**src/rtl/bus_uart_pkg.sv**
```systemverilog
// Shared definitions for bus_uart: register offsets, STATUS/CTRL bit positions and FSM states.
package bus_uart_pkg;

  localparam logic [1:0] OFF_DATA   = 2'd0;
  localparam logic [1:0] OFF_STATUS = 2'd1;
  localparam logic [1:0] OFF_CTRL   = 2'd2;

  localparam int ST_RX_AVAIL  = 0;
  localparam int ST_TX_EMPTY  = 1;
  localparam int ST_OVERRUN   = 2;
  localparam int ST_FRAME_ERR = 3;
  localparam int ST_TX_BUSY   = 4;

  localparam int CT_RX_IRQ_EN = 0;
  localparam int CT_TX_IRQ_EN = 1;

  typedef enum logic [1:0] {TX_IDLE, TX_START, TX_DATA, TX_STOP} tx_state_t;
  typedef enum logic [2:0] {RX_IDLE, RX_START, RX_DATA, RX_STOP, RX_WAIT_HIGH} rx_state_t;

endpackage

```
**src/rtl/bus_uart_rx.sv**
```systemverilog
// 8N1 receiver: 2-flop synchronizer, start-bit validation at half a bit, mid-bit sampling.
module bus_uart_rx
  import bus_uart_pkg::*;
#(
  parameter int DIV = 434
) (
  input  logic       clk,
  input  logic       resb,
  input  logic       rxd,
  output logic [7:0] data_o,
  output logic       push_o,
  output logic       ferr_o
);

  localparam logic [15:0] HALF_END = 16'(DIV / 2 - 1);
  localparam logic [15:0] BIT_END  = 16'(DIV - 1);

  logic        sync1_q, sync2_q, prev_q;
  rx_state_t   state_q, state_d;
  logic [15:0] cnt_q, cnt_d;
  logic [2:0]  bit_q, bit_d;
  logic [7:0]  shift_q, shift_d;

  always_ff @(posedge clk or negedge resb) begin
    if (!resb) begin
      sync1_q <= 1'b1;
      sync2_q <= 1'b1;
      prev_q  <= 1'b1;
      state_q <= RX_IDLE;
      cnt_q   <= '0;
      bit_q   <= '0;
      shift_q <= '0;
    end else begin
      sync1_q <= rxd;
      sync2_q <= sync1_q;
      prev_q  <= sync2_q;
      state_q <= state_d;
      cnt_q   <= cnt_d;
      bit_q   <= bit_d;
      shift_q <= shift_d;
    end
  end

  always_comb begin
    state_d = state_q;
    cnt_d   = cnt_q + 16'd1;
    bit_d   = bit_q;
    shift_d = shift_q;
    push_o  = 1'b0;
    ferr_o  = 1'b0;
    case (state_q)
      RX_IDLE: begin
        cnt_d = '0;
        if (prev_q && !sync2_q) state_d = RX_START;
      end
      RX_START: begin
        if (cnt_q == HALF_END) begin
          cnt_d   = '0;
          bit_d   = '0;
          state_d = sync2_q ? RX_IDLE : RX_DATA;
        end
      end
      RX_DATA: begin
        if (cnt_q == BIT_END) begin
          cnt_d   = '0;
          shift_d = {sync2_q, shift_q[7:1]};
          bit_d   = bit_q + 3'd1;
          if (bit_q == 3'd7) state_d = RX_STOP;
        end
      end
      RX_STOP: begin
        if (cnt_q == BIT_END) begin
          cnt_d = '0;
          if (sync2_q) begin
            push_o  = 1'b1;
            state_d = RX_IDLE;
          end else begin
            ferr_o  = 1'b1;
            state_d = RX_WAIT_HIGH;
          end
        end
      end
      RX_WAIT_HIGH: begin
        // A broken frame must not let a still-low line retrigger a start.
        cnt_d = '0;
        if (sync2_q) state_d = RX_IDLE;
      end
      default: state_d = RX_IDLE;
    endcase
  end

  assign data_o = shift_q;

endmodule

```
**src/rtl/bus_uart.sv**
```systemverilog
// Memory-mapped 8N1 UART on the 65C02 bus: decode, registers, TX FSM and RX storage.
// Define BUS_UART_RX_FIFO_EN for a 4-entry RX FIFO instead of a single holding register.
module bus_uart
  import bus_uart_pkg::*;
#(
  parameter logic [15:0] BASE_ADDR = 16'h8000,
  parameter int          DIV       = 434
) (
  input  logic        clk,
  input  logic        resb,
  input  logic [15:0] addr,
  input  logic [7:0]  din,
  input  logic        we,
  output logic [7:0]  dout,
  output logic        rd_sel,
  output logic        irq,
  input  logic        rxd,
  output logic        txd
);

  localparam logic [15:0] BIT_END = 16'(DIV - 1);

  logic       hit, wr, rd;
  logic [1:0] off;
  assign hit = (addr[15:2] == BASE_ADDR[15:2]);
  assign wr  = hit && we;
  assign rd  = hit && !we;
  assign off = addr[1:0];

  logic [7:0] rx_data, rx_head;
  logic       rx_push, rx_ferr, rx_avail, rx_full, rx_pop, push_ok;

  bus_uart_rx #(.DIV(DIV)) u_rx (
    .clk    (clk),
    .resb   (resb),
    .rxd    (rxd),
    .data_o (rx_data),
    .push_o (rx_push),
    .ferr_o (rx_ferr)
  );

  assign rx_pop  = rd && (off == OFF_DATA) && rx_avail;
  assign push_ok = rx_push && (!rx_full || rx_pop);

`ifdef BUS_UART_RX_FIFO_EN
  logic [7:0] fifo_mem [4];
  logic [1:0] wr_ptr_q, rd_ptr_q;
  logic [2:0] count_q;

  always_ff @(posedge clk) begin
    if (push_ok) fifo_mem[wr_ptr_q] <= rx_data;
  end

  always_ff @(posedge clk or negedge resb) begin
    if (!resb) begin
      wr_ptr_q <= '0;
      rd_ptr_q <= '0;
      count_q  <= '0;
    end else begin
      if (push_ok) wr_ptr_q <= wr_ptr_q + 2'd1;
      if (rx_pop)  rd_ptr_q <= rd_ptr_q + 2'd1;
      count_q <= count_q + {2'b00, push_ok} - {2'b00, rx_pop};
    end
  end

  assign rx_avail = (count_q != 3'd0);
  assign rx_full  = (count_q == 3'd4);
  assign rx_head  = fifo_mem[rd_ptr_q];
`else
  logic [7:0] rbuf_q;
  logic       rbuf_full_q;

  always_ff @(posedge clk or negedge resb) begin
    if (!resb) begin
      rbuf_q      <= '0;
      rbuf_full_q <= 1'b0;
    end else begin
      if (push_ok) rbuf_q <= rx_data;
      rbuf_full_q <= push_ok || (rbuf_full_q && !rx_pop);
    end
  end

  assign rx_avail = rbuf_full_q;
  assign rx_full  = rbuf_full_q;
  assign rx_head  = rbuf_q;
`endif

  tx_state_t   tx_state_q, tx_state_d;
  logic [15:0] tx_cnt_q, tx_cnt_d;
  logic [2:0]  tx_bit_q, tx_bit_d;
  logic [7:0]  tx_shift_q, tx_shift_d, hold_q, hold_d;
  logic        hold_full_q, hold_full_d, txd_q, txd_d;
  logic        ovr_q, ferr_q, status_wr, tx_accept;
  logic [1:0]  ctrl_q;
  logic [7:0]  rdata, dout_q;
  logic        rd_sel_q;

  assign status_wr = wr && (off == OFF_STATUS);
  assign tx_accept = wr && (off == OFF_DATA) && !hold_full_q;

  always_ff @(posedge clk or negedge resb) begin
    if (!resb) begin
      tx_state_q  <= TX_IDLE;
      tx_cnt_q    <= '0;
      tx_bit_q    <= '0;
      tx_shift_q  <= '0;
      hold_q      <= '0;
      hold_full_q <= 1'b0;
      txd_q       <= 1'b1;
      ovr_q       <= 1'b0;
      ferr_q      <= 1'b0;
      ctrl_q      <= '0;
      dout_q      <= '0;
      rd_sel_q    <= 1'b0;
    end else begin
      tx_state_q  <= tx_state_d;
      tx_cnt_q    <= tx_cnt_d;
      tx_bit_q    <= tx_bit_d;
      tx_shift_q  <= tx_shift_d;
      hold_q      <= hold_d;
      hold_full_q <= hold_full_d;
      txd_q       <= txd_d;
      ovr_q       <= (rx_push && rx_full && !rx_pop) || (ovr_q && !status_wr);
      ferr_q      <= rx_ferr || (ferr_q && !status_wr);
      if (wr && (off == OFF_CTRL)) ctrl_q <= din[1:0];
      dout_q      <= rd ? rdata : 8'h00;
      rd_sel_q    <= rd;
    end
  end

  // txd is registered from the current state, so the line lags the FSM by one cycle.
  always_comb begin
    tx_state_d  = tx_state_q;
    tx_cnt_d    = tx_cnt_q + 16'd1;
    tx_bit_d    = tx_bit_q;
    tx_shift_d  = tx_shift_q;
    hold_d      = hold_q;
    hold_full_d = hold_full_q;
    txd_d       = 1'b1;
    if (tx_accept) begin
      hold_d      = din;
      hold_full_d = 1'b1;
    end
    case (tx_state_q)
      TX_IDLE: begin
        tx_cnt_d = '0;
        if (hold_full_q) begin
          tx_shift_d  = hold_q;
          hold_full_d = 1'b0;
          tx_state_d  = TX_START;
        end
      end
      TX_START: begin
        txd_d = 1'b0;
        if (tx_cnt_q == BIT_END) begin
          tx_cnt_d   = '0;
          tx_bit_d   = '0;
          tx_state_d = TX_DATA;
        end
      end
      TX_DATA: begin
        txd_d = tx_shift_q[0];
        if (tx_cnt_q == BIT_END) begin
          tx_cnt_d   = '0;
          tx_shift_d = {1'b0, tx_shift_q[7:1]};
          tx_bit_d   = tx_bit_q + 3'd1;
          if (tx_bit_q == 3'd7) tx_state_d = TX_STOP;
        end
      end
      TX_STOP: begin
        if (tx_cnt_q == BIT_END) begin
          tx_cnt_d = '0;
          if (hold_full_q) begin
            tx_shift_d  = hold_q;
            hold_full_d = 1'b0;
            tx_state_d  = TX_START;
          end else begin
            tx_state_d = TX_IDLE;
          end
        end
      end
      default: tx_state_d = TX_IDLE;
    endcase
  end

  always_comb begin
    rdata = 8'h00;
    case (off)
      OFF_DATA: rdata = rx_avail ? rx_head : 8'h00;
      OFF_STATUS: begin
        rdata[ST_RX_AVAIL]  = rx_avail;
        rdata[ST_TX_EMPTY]  = !hold_full_q;
        rdata[ST_OVERRUN]   = ovr_q;
        rdata[ST_FRAME_ERR] = ferr_q;
        rdata[ST_TX_BUSY]   = (tx_state_q != TX_IDLE);
      end
      OFF_CTRL: begin
        rdata[CT_RX_IRQ_EN] = ctrl_q[CT_RX_IRQ_EN];
        rdata[CT_TX_IRQ_EN] = ctrl_q[CT_TX_IRQ_EN];
      end
      default: rdata = 8'h00;
    endcase
  end

  assign irq    = (ctrl_q[CT_RX_IRQ_EN] && rx_avail) || (ctrl_q[CT_TX_IRQ_EN] && !hold_full_q)
                  || ovr_q || ferr_q;
  assign dout   = dout_q;
  assign rd_sel = rd_sel_q;
  assign txd    = txd_q;

endmodule

```
**config.mk**
```make
export PLATFORM = sky130hd
export DESIGN_NAME = bus_uart
export DESIGN_NICKNAME = d
export VERILOG_FILES = /design/src/rtl/bus_uart_pkg.sv /design/src/rtl/bus_uart_rx.sv /design/src/rtl/bus_uart.sv
export SDC_FILE = /design/constraint.sdc
export NUM_CORES = 1
export LEC_CHECK = 0
export CAP_MARGIN = 30
export CORE_MARGIN = 10
export CORE_UTILIZATION = 34
export CTS_CLUSTER_SIZE = 28
export DETAILED_ROUTE_END_ITERATION = 12
export GPL_TIMING_DRIVEN = 0
export PLACE_DENSITY = 0.59
export REMOVE_ABC_BUFFERS = 1
export SLEW_MARGIN = 20
export SYNTH_ARGS = -nofsm -noshare
export SYNTH_HDL_FRONTEND = slang
export SYNTH_SLANG_ARGS = --single-unit
export TNS_END_PERCENT = 30
```
**constraint.sdc**
```tcl
create_clock -name clk -period 3.7 [get_ports clk]
set_clock_uncertainty 0.1 [all_clocks]
set_input_delay 0.555 -clock clk [delete_from_list [all_inputs] [get_ports clk]]
set_output_delay 0.555 -clock clk [all_outputs]
set_load 0.03 [all_outputs]
```
==> impl_metrics.csv <==
group,metric,value,unit
status,status,"complete, no violations",
power_and_ir_drop,cellPowerDensity,413,nW/um^2
logic_synthesis,synth.most_common_cell,"sky130_fd_sc_hd__dfrtp_1",
logic_synthesis,synth_enable_flop_cells,0,
floorplanning,core_area,12600,um^2
logic_synthesis,ys_ff_latch,94,
power_and_ir_drop,irDropWorstVdd,0.288,mV
floorplanning,die-height,133,um
critical_path,worstReg2RegStart,"u_rx.cnt_q[2]$_DFF_PN0_",
critical_path,worst-r2r-setup-slack,1.17,ns
global_route,grt_remaining_overflow,0,
critical_path,wp_depth,8,
power_and_ir_drop,p_total,2.17,mW
logic_synthesis,async_flop_share,100,%
route,wl_per_cell,13.9,um
logic_synthesis,ys_warn_count,0,
final_layout,num-fill-cells,1220,
hold_path,min-delay-path-class,"flop to flop",
clocking,cts.path.max_buffers,2,
final_layout,area_growth,20.1,%
clocking,clock_latency,0.35,ns
logic_synthesis,netlist.area_leader.share,51.5,%
critical_path,regToRegEndpoint,"u_rx.bit_q[0]$_DFFE_PN0P_",
floorplanning,core.rowCount,41,
global_route,antenna_violations_before_repair,0,
logic_synthesis,synth.largest_area_cell,"sky130_fd_sc_hd__dfrtp_1",
final_layout,antennaDiodeCount,0,
logic_synthesis,post_synth_most_frequent_cells,"90 x sky130_fd_sc_hd__dfrtp_1, 60 x sky130_fd_sc_hd__nor2_1, 25 x sky130_fd_sc_hd__mux2_2, 20 x sky130_fd_sc_hd__nand2_1, 16 x sky130_fd_sc_hd__xor2_1",
global_route,grt_first_pass_wirelength,14800,um
sta,report.final.setup_viol,0,
logic_synthesis,netlist_area,4370,um^2
sta,setup_repair_after_global_routing_missed_its_margin,"false",
floorplanning,die_width,133,um
logic_synthesis,syn_area_per_cell,11.0,um^2
power_and_ir_drop,total_leakage_power,2.38,nW
place,detailedPlace.worstSlack,0.542,ns
sta,final-max-slew-violation-count,0,
place,gp_congestion,0.802,
route,finalWirelength,8520,um
critical_path,crit_start,"addr[6]",
clocking,clock_tree.root_cell,"sky130_fd_sc_hd__clkbuf_16",
clocking,cts.reportedPaths.clkPinSlew,0.07,ns
place,hpwlAfterDp,6160,um
global_route,grt_start_max_net_pins,75,
critical_path,crit_family,"simple AND/OR/NAND/NOR gates",
sta,count_of_endpoints_failing_hold_in_the_final_timing_report,0,
route,drc,0,
clocking,clock-sinks,94,
critical_path,class_of_the_most_critical_setup_path,"input port to flop",
logic_synthesis,synth.lib_cells_used.distinct,54,
sta,setup_ws,0.950,ns
critical_path,cp_num_buf_inv,2,
floorplanning,design.portCount,39,
critical_path,crit_end,"rbuf_q[5]$_DFFE_PN0P_",
floorplanning,design.die.area,17800,um^2
critical_path,timing.reg2reg.worst_path_depth,5,
route,dr.pass1.iters,4,
sta,worst-slew-pin-transition,0.727,ns
final_layout,instances_no_fill,615,
critical_path,slowest_delay,0.52,ns
route,viasPerCell,4.81,
final_layout,post_route_cells_drive_above_1_share,13.1,%
clocking,cts_htree_levels,3,
logic_synthesis,synthesis.instances,397,
critical_path,critical_path.max_fanout,8,
job,maxCapViolations,0,
route,detailroute.via_count,2960,
critical_path,critical_path_required,3.84,ns
final_layout,postLayoutCoreUtil,41.6,%
route,antenna_left,0,
clocking,postCtsSetupRepairBufs,0,
clocking,postCtsResizedCells,0,
critical_path,timing.critical_path.slowest_stage_cell,"sky130_fd_sc_hd__or4b_1",
global_route,grt_pass1_vias,3010,
critical_path,worst_setup_path_end_kind,"flop",
sta,period_minus_slack,2.75,ns
clocking,cts_tree,"yes",
sta,post-route-period-util,74.3,%
logic_synthesis,synth.yosys.seq_area_share,53.9,%
sta,timing.max_slew.rel_slack,51.6,%
clocking,cts_made_buffers,9,
final_layout,nets,480,
place,quantity_of_i_o_buffers_inserted_on_ports,38,
critical_path,crit_arrival,2.89,ns
critical_path,cell_chain_of_the_critical_path,"clkdlybuf4s50_1 -> or4b_1 -> nor2_1 -> nand3_2 -> inv_2 -> a21bo_2 -> nor3b_4 -> mux2_2",
global_route,globalRouteTotalUtil,10.1,%
clocking,cts.hold.buffers_added,1,
critical_path,worst_setup_path_start_kind,"input port",
floorplanning,floorplan.initialDensity,34.7,%
place,post-place-cells,598,
sta,fmax,364,MHz
logic_synthesis,synth_top_flop_cell,"sky130_fd_sc_hd__dfrtp_1",
logic_synthesis,synth.area.top_cells,"sky130_fd_sc_hd__dfrtp_1 52%, sky130_fd_sc_hd__mux2_2 6.4%, sky130_fd_sc_hd__nor2_1 5.2%",
route,drt-initial-drc-count,181,
## layer usage
metal / wire (um) / part of all wire (%) / global-route usage, %
met1: 4210 / 49 / 13.2
met5: 0 / 0 / 0
met4: 189 / 2.2 / 5.44
met2: 3900 / 46 / 15.4
met3: 220 / 2.6 / 2.03
## worst reg2reg max path, delay by kind of cell, from the launching register on
family,cells,cell delay (ns)
simple gates,3,1.33
flops,1,0.43
compound gates,1,0.28
mux,1,0.27
## worst min-delay path by stage
stage,startpoint,to,cells after the start
floorplan,resb,ctrl_q[0]$_DFFE_PN0P_,0
global placement,u_rx.sync1_q$_DFF_PN1_,u_rx.sync2_q$_DFF_PN1_,0
detailed placement,u_rx.sync1_q$_DFF_PN1_,u_rx.sync2_q$_DFF_PN1_,0
CTS,u_rx.sync1_q$_DFF_PN1_,u_rx.sync2_q$_DFF_PN1_,0
global route,u_rx.sync1_q$_DFF_PN1_,u_rx.sync2_q$_DFF_PN1_,0
finish,u_rx.sync1_q$_DFF_PN1_,u_rx.sync2_q$_DFF_PN1_,0
## cell families (layout without fill, tap and decap cells)
family,Yosys count,count (layout),synth area share (%)
mux,35,35,8.76
simple gates,154,154,18.6
fa+ha+maj,14,14,4.01
flops,94,94,53.9
buf+inv,27,73,2.40
xor+xnor,28,28,5.61
compound gates,45,45,6.70
## cell type report
type | count | area, um^2 | area share (%)
Sequential cell | 94 | 2360 | 44.9
Multi-Input combinational cell | 276 | 1910 | 36.4
Timing Repair Buffer | 41 | 427 | 8.12
Clock buffer | 10 | 229 | 4.36
Tap cell | 172 | 215 | 4.10
Inverter | 16 | 60.1 | 1.14
Clock inverter | 6 | 55.1 | 1.05
## metrics by stage
step	cell area [um^2]	setup TNS, ns	hold slack, ns
floorplan	4330	0	0.159
global placement	4920	-142.07	0.254
detailed placement	4960	0	0.255
CTS	5250	0	0.264
global route	5250	0	0.267
finish	5250	0	0.265
## flip-flops by register name, indices dropped and copies added (netlist names), 2 cells and up
| register | flops |
|---|---|
| u_rx.bit_q | 3 |
| rbuf_q | 8 |
| u_rx.cnt_q | 16 |
| tx_state_q | 2 |
| ctrl_q | 2 |
| u_rx.state_q | 3 |
| dout | 8 |
| tx_bit_q | 3 |
| u_rx.data_o | 8 |
| tx_cnt_q | 16 |
| hold_q | 8 |
| tx_shift_q | 8 |
## cells in the final DEF (no fill, tap or decap), types with 4 or more instances in the layout
| cell | count |
|---|---|
| sky130_fd_sc_hd__a21oi_1 | 14 |
| sky130_fd_sc_hd__clkdlybuf4s50_1 | 37 |
| sky130_fd_sc_hd__nand3_1 | 14 |
| sky130_fd_sc_hd__nor3_1 | 6 |
| sky130_fd_sc_hd__o21ai_0 | 10 |
| sky130_fd_sc_hd__and4_1 | 4 |
| sky130_fd_sc_hd__nor2_1 | 60 |
| sky130_fd_sc_hd__and3_1 | 5 |
| sky130_fd_sc_hd__nor2b_1 | 7 |
| sky130_fd_sc_hd__mux2i_1 | 9 |
| sky130_fd_sc_hd__dfstp_2 | 4 |
| sky130_fd_sc_hd__mux2_2 | 25 |
| sky130_fd_sc_hd__dfrtp_1 | 90 |
| sky130_fd_sc_hd__ha_1 | 14 |
| sky130_fd_sc_hd__xnor2_1 | 12 |
| sky130_fd_sc_hd__xor2_1 | 16 |
| sky130_fd_sc_hd__nand3b_1 | 4 |
| sky130_fd_sc_hd__nor4_1 | 7 |
| sky130_fd_sc_hd__nand2_1 | 20 |
| sky130_fd_sc_hd__inv_1 | 15 |
| sky130_fd_sc_hd__clkbuf_16 | 9 |
| sky130_fd_sc_hd__nand4_1 | 8 |
## power by group
part           switching, mW  leakage, nW  internal, mW  total (mW)
Sequential            0.0508         1.26          1.07        1.12
Clock                  0.414        0.133         0.469       0.882
Combinational         0.0826        0.989        0.0845       0.167
Total                  0.547         2.38          1.62        2.17
(Power assumes the default switching activity.)
